[src/rtl/static_alu_issue_ctrl.sv]
// static_alu_issue_ctrl: issues float ops to an external fixed-latency ALU,
// tracks in-flight ops in a latency-indexed shift register and buffers
// results in a first-word-fall-through response FIFO.
// Optional feature macro: STATIC_ALU_INORDER_EN (responses in issue order).
module static_alu_issue_ctrl #(
    parameter int unsigned ADDER_STAGES = 2,
    parameter int unsigned MULT_STAGES  = 3,
    parameter int unsigned TAG_W        = 4,
    parameter int unsigned FIFO_DEPTH   = 8
) (
    input  logic             clk,
    input  logic             reset,
    input  logic             req_valid,
    output logic             req_ready,
    input  logic [31:0]      req_a,
    input  logic [31:0]      req_b,
    input  logic [1:0]       req_op,
    input  logic [TAG_W-1:0] req_tag,
    output logic [31:0]      alu_operand_a,
    output logic [31:0]      alu_operand_b,
    output logic [1:0]       alu_operation,
    input  logic [31:0]      alu_result,
    input  logic             alu_exception,
    input  logic             alu_overflow,
    input  logic             alu_underflow,
    output logic             rsp_valid,
    input  logic             rsp_ready,
    output logic [31:0]      rsp_result,
    output logic [2:0]       rsp_flags,
    output logic [TAG_W-1:0] rsp_tag
);

    localparam int unsigned MAX_L  = (ADDER_STAGES > MULT_STAGES) ? ADDER_STAGES : MULT_STAGES;
    localparam int unsigned LAT_W  = $clog2(MAX_L + 1);
    localparam int unsigned PTR_W  = (FIFO_DEPTH > 1) ? $clog2(FIFO_DEPTH) : 1;
    localparam int unsigned FCNT_W = $clog2(FIFO_DEPTH + 1);
    localparam int unsigned CRED_W = $clog2(MAX_L + FIFO_DEPTH + 1);

    typedef struct packed {
        logic [31:0]      result;
        logic [2:0]       flags;
        logic [TAG_W-1:0] tag;
    } rsp_entry_t;

    logic [MAX_L-1:0]       trk_valid;
    logic [MAX_L-1:0]       trk_valid_nxt;
    logic [MAX_L*TAG_W-1:0] trk_tags;
    logic [MAX_L*TAG_W-1:0] trk_tags_nxt;

    logic [LAT_W-1:0]  lat_c;
    logic              slot_busy_c;
    logic [CRED_W-1:0] inflight_c;
    logic              credit_ok_c;
    logic              fire_c;

    rsp_entry_t        mem [FIFO_DEPTH];
    rsp_entry_t        push_entry_c;
    rsp_entry_t        head_c;
    logic [PTR_W-1:0]  wr_ptr;
    logic [PTR_W-1:0]  rd_ptr;
    logic [FCNT_W-1:0] fifo_count;
    logic              push_c;
    logic              pop_c;

    // Latency of the requested op: add/sub use the adder, mul/reserved the multiplier
    always_comb begin
        lat_c = req_op[1] ? LAT_W'(MULT_STAGES) : LAT_W'(ADDER_STAGES);
    end

    // Writeback slot check; in-order build also blocks on any older op finishing later
    always_comb begin
        slot_busy_c = 1'b0;
        for (int i = 0; i < MAX_L; i++) begin
`ifdef STATIC_ALU_INORDER_EN
            if (trk_valid[i] && (LAT_W'(i) >= lat_c)) slot_busy_c = 1'b1;
`else
            if (trk_valid[i] && (LAT_W'(i) == lat_c)) slot_busy_c = 1'b1;
`endif
        end
    end

    // Credit: every in-flight op must have a FIFO entry reserved for it
    always_comb begin
        inflight_c = '0;
        for (int i = 0; i < MAX_L; i++) begin
            inflight_c = inflight_c + CRED_W'(trk_valid[i]);
        end
        credit_ok_c = (inflight_c + CRED_W'(fifo_count)) < CRED_W'(FIFO_DEPTH);
    end

    // Issue handshake and ALU operand drive, zero when not firing
    always_comb begin
        req_ready     = reset && !slot_busy_c && credit_ok_c;
        fire_c        = req_valid && req_ready;
        alu_operand_a = fire_c ? req_a  : 32'h0;
        alu_operand_b = fire_c ? req_b  : 32'h0;
        alu_operation = fire_c ? req_op : 2'b00;
    end

    // Tracker next state: shift toward slot 0, a fire lands in slot L-1
    always_comb begin
        trk_valid_nxt = trk_valid >> 1;
        trk_tags_nxt  = trk_tags >> TAG_W;
        if (fire_c) begin
            for (int i = 0; i < MAX_L; i++) begin
                if (LAT_W'(i + 1) == lat_c) begin
                    trk_valid_nxt[i]                = 1'b1;
                    trk_tags_nxt[i*TAG_W +: TAG_W] = req_tag;
                end
            end
        end
    end

    // Tracker state register
    always_ff @(posedge clk or negedge reset) begin
        if (!reset) begin
            trk_valid <= '0;
            trk_tags  <= '0;
        end else begin
            trk_valid <= trk_valid_nxt;
            trk_tags  <= trk_tags_nxt;
        end
    end

    // Capture the ALU result when the op in slot 0 completes
    always_comb begin
        push_c              = trk_valid[0];
        push_entry_c.result = alu_result;
        push_entry_c.flags  = {alu_exception, alu_overflow, alu_underflow};
        push_entry_c.tag    = trk_tags[TAG_W-1:0];
        rsp_valid           = (fifo_count != '0);
        pop_c               = rsp_valid && rsp_ready;
    end

    // FIFO storage; credit accounting guarantees there is always room
    always_ff @(posedge clk) begin
        if (push_c) mem[wr_ptr] <= push_entry_c;
    end

    // FIFO pointers and occupancy
    always_ff @(posedge clk or negedge reset) begin
        if (!reset) begin
            wr_ptr     <= '0;
            rd_ptr     <= '0;
            fifo_count <= '0;
        end else begin
            if (push_c) wr_ptr <= wr_ptr + PTR_W'(1);
            if (pop_c)  rd_ptr <= rd_ptr + PTR_W'(1);
            case ({push_c, pop_c})
                2'b10:   fifo_count <= fifo_count + FCNT_W'(1);
                2'b01:   fifo_count <= fifo_count - FCNT_W'(1);
                default: fifo_count <= fifo_count;
            endcase
        end
    end

    // First-word-fall-through head, forced to zero while empty
    always_comb begin
        head_c     = mem[rd_ptr];
        rsp_result = rsp_valid ? head_c.result : 32'h0;
        rsp_flags  = rsp_valid ? head_c.flags  : 3'b000;
        rsp_tag    = rsp_valid ? head_c.tag    : '0;
    end

endmodule

[config.mk]
export PLATFORM = sky130hd
export DESIGN_NAME = static_alu_issue_ctrl
export DESIGN_NICKNAME = d
export VERILOG_FILES = /design/src/rtl/static_alu_issue_ctrl.sv
export SDC_FILE = /design/constraint.sdc
export NUM_CORES = 1
export LEC_CHECK = 0
export BUFFER_PORTS_ARGS = -buffer_cell sky130_fd_sc_hd__buf_2
export CELL_PAD_IN_SITES_DETAIL_PLACEMENT = 0
export CELL_PAD_IN_SITES_GLOBAL_PLACEMENT = 1
export CORE_ASPECT_RATIO = 0.75
export CORE_MARGIN = 5
export CORE_UTILIZATION = 50
export CTS_BUF_LIST = sky130_fd_sc_hd__clkbuf_8
export DETAILED_ROUTE_END_ITERATION = 8
export GPL_TIMING_DRIVEN = 0
export MAX_ROUTING_LAYER = met4
export PLACE_DENSITY = 0.81
export SLEW_MARGIN = 20
export SYNTH_ARGS = -nofsm -noshare
export SYNTH_HDL_FRONTEND = slang
export SYNTH_SLANG_ARGS = --single-unit
[constraint.sdc]
create_clock -name clk -period 5.3 [get_ports clk]
set_clock_uncertainty 0.2 [all_clocks]
set_input_delay 1.06 -clock clk [delete_from_list [all_inputs] [get_ports clk]]
set_output_delay 1.06 -clock clk [all_outputs]
set_load 0.02 [all_outputs]
==> results.py <==
metrics = {
    "status": {
        "outcome": "completed",
    },
    "floorplan": {
        "die_w_um": 199,
        "core_sq_mm": 0.0267,
        "initial_utilization": 0.502,
        "rows": 52,
        "ios": 216,
        "dieArea_sq_mm": 0.0303,
        "die_y_um": 152,
    },
    "logic_synthesis": {
        "syn_area_sq_mm": 0.0134,
        "synth-compound-area-share": 0.00475,
        "syn_inst": 669,
        "synth_xor_area_frac": 0.00391,
        "synthesis.nets": 786,
        "synth_mux_area_frac": 0.166,
        "ys_warn_count": 0,
        "synth_top_family_by_area": "multiplexers",
        "synth_flop_cell": "edfxtp_1",
        "synthSimpleGateAreaFrac": 0.0571,
        "yosys.area_share.adder": 0.00857,
        "synth_cell_type_count": 39,
        "ys_ff_latch": 337,
        "synth_edf_count": 312,
        "postSynthAreaPerCell_sq_um": 20.1,
        "async_flop_share": 0.0742,
        "synth-seq-area-share": 0.744,
    },
    "worst_setup_path": {
        "critical_path_class": "flop to output pin",
        "critPathTopFamily": "buffers and inverters",
        "cp.required_ns": 4.04,
        "crit_start": "trk_valid[0]",
        "critPathArrivalTime_ns": 3.30,
        "path_depth": 11,
        "r2r-start": "fifo_count[3]",
        "crit_slowest_cell": "dfrtp_1",
        "r2r_cells": 10,
        "start_kind": "flop",
        "r2r-end": "fifo_count[3]",
        "crit_chain": "inv_1 -> fa_1 -> inv_1 -> ha_1 -> nand4b_1 -> a21oi_1 -> nor4b_2 -> buf_2 -> buf_4 -> and2_1 -> buf_2",
        "path_buf_inv": 5,
        "crit_path_max_fanout": 10,
        "end_kind": "output pin",
        "rrSetupSlack_ns": 1.58,
        "cpPeakStageDelay_ns": 0.48,
        "cp-endpoint": "alu_operand_b[13]",
    },
    "min_path": {
        "hold_class": "flop to flop",
        "holdCritStartpoint": "trk_tags[5]",
    },
    "pwr": {
        "leakage_nw": 6.14,
        "p_per_area_mw_per_mm2": 483,
        "vdd_drop_max_mv": 0.355,
    },
    "timing": {
        "rsz0062_at_grt": "false",
        "tightestPinTransition_ns": 0.997,
        "relSlewSlack": 0.330,
        "whs_ns": 0.148,
        "finalHoldViolations": 0,
        "fmax_mhz": 219,
        "fin_crit_ns": 4.56,
        "setup_violations": 0,
        "drv_slew": 0,
        "finalCritPeriodShare": 0.861,
        "setup_slack_ns": 0.737,
    },
    "clock_tree": {
        "cts_hold_repair.buffers": 0,
        "clk-insertion-delay-late_ns": 0.55,
        "numClockSinks": 337,
        "cts_setup_buffers": 0,
        "clkTransAtPathRegs_ns": 0.06,
        "cts_tree": "yes",
        "clockRootBuffer": "clkbuf_8",
        "cts_buffer_depth": 3,
        "ctsHtreeMaxLevel": 2,
        "cts_buffers": 50,
        "cts_resized": 0,
    },
    "global_routing": {
        "antenna_found_initial": 1,
        "grt_pass1_vias": 7776,
        "groute.usage.overall": 0.204,
        "grt_pass1_wl_um": 45300,
        "grt_max_degree": 30,
        "grt_remaining_overflow": 0,
    },
    "placed_design": {
        "dp_hpwl_um": 20400,
        "portBuffers": 215,
        "place_ws_ns": 0.917,
        "gp_congestion": 0.915,
    },
    "route": {
        "drt_iter0_markers": 383,
        "totalWireLength_um": 29600,
        "drc": 0,
        "first_pass_iters": 5,
        "via_per_inst": 5.33,
        "ant_nets": 0,
        "routedWlPerCell_um": 21.9,
        "vias": 7207,
    },
    "run": {
        "maxCapViolCount": 0,
    },
    "cells_and_area": {
        "drive_gt1_frac": 0.417,
        "post-route-util": 0.610,
        "n_fill_cell": 1952,
        "finalNetCount": 1076,
        "area_delta_synth_final_pct": 21.3,
    },
}
## worst min path at each step
stage	end	cells after the start	slack, ns
after CTS	trk_tags[1]	0	0.15
after global routing	trk_tags[2]	0	0.17
after detailed placement	trk_tags[1]	0	0.14
after global placement	trk_tags[0]	0	0.13
after floorplan	trk_tags[0]	0	0.13
final	trk_tags[1]	0	0.15
## layout by cell type (no fill, tap or decap), types with 11 or more instances in the layout
cell type	Yosys	layout
edfxtp_1	312	312
buf_2	11	226
mux4_2	78	78
and2_1	68	68
clkbuf_8	0	50
mux2i_1	40	40
nor2_1	45	39
dfrtp_1	25	25
inv_1	9	20
clkinv_1	0	18
clkbuf_1	16	16
buf_4	8	15
buf_16	0	12
clkinv_2	0	11
## cell families (layout without fill, tap and decap cells)
group	after synthesis	after routing
flops	337	337
simple gates	139	139
mux	124	124
buf+inv	46	375
compound gates	9	9
fa+ha+maj	8	8
xor+xnor	6	6
other cells	0	3
## report_power, final
part | leakage (nW) | switching [mW] | internal [mW] | total [mW]
clock network | 0.494 | 0.932 | 0.885 | 1.82
logic | 2.50 | 1.63 | 1.21 | 2.84
registers | 3.15 | 0.0880 | 3.12 | 3.21
## through the flow
stage | cells | TNS, ns | area (sq um) | power, mW
floorplan | 669 | 0 | 13400 | 5.21
global placement | 1235 | -96.83 | 14900 | 6.06
detailed placement | 1258 | 0 | 15400 | 6.17
CTS | 1349 | 0 | 16300 | 7.99
global route | 1350 | 0 | 16300 | 8.31
finish | 1352 | 0 | 16300 | 7.87
## cells in the mapped netlist (all sizes together), types with 2 or more instances
| cell type | n | area (sq um) |
|---|---|---|
| nor2 | 45 | 169 |
| fa | 2 | 40.0 |
| inv | 10 | 37.5 |
| o21ai | 2 | 10.0 |
| nand2b | 3 | 18.8 |
| nor4b | 2 | 23.8 |
| and3 | 5 | 36.3 |
| mux2i | 40 | 400 |
| ha | 6 | 75.1 |
| dfrtp | 25 | 626 |
| and2 | 68 | 425 |
| mux4 | 78 | 1760 |
| nand2 | 6 | 22.5 |
| xor2 | 3 | 26.3 |
| clkbuf | 16 | 60.1 |
| mux2 | 6 | 67.6 |
| buf | 20 | 119 |
| xnor2 | 3 | 26.3 |
| a21oi | 2 | 10.0 |
| nor4 | 2 | 18.8 |
| nor3 | 4 | 25.0 |
| edfxtp | 312 | 9370 |
## state kept, by name (all words and copies together) (netlist names)
name,count
trk_tags,12
wr_ptr,3
mem,312
rd_ptr,3
trk_valid,3
fifo_count,4
## metal layers
layer / GRT usage / vias to the layer above / share of wire
li1: - / 3242 / -
met5: - / - / 0
met2: 0.337 / 297 / 0.51
met1: 0.267 / 3636 / 0.40
met3: 0.0359 / 32 / 0.066
met4: 0.0475 / 0 / 0.017
## cell type report
cell class / instances / area [sq um] / area share
clock inverter: 41 / 173 / 0.0106
antenna: 3 / 7.51 / 0.000461
sequential: 337 / 9990 / 0.613
timing repair buffer: 238 / 1500 / 0.0923
clock buffer: 50 / 688 / 0.0422
inverter: 10 / 37.5 / 0.00230
tap: 351 / 439 / 0.0269
buffer: 36 / 179 / 0.0110
multi-input combinational: 286 / 3280 / 0.201
Power figures use the tool's default switching activity.
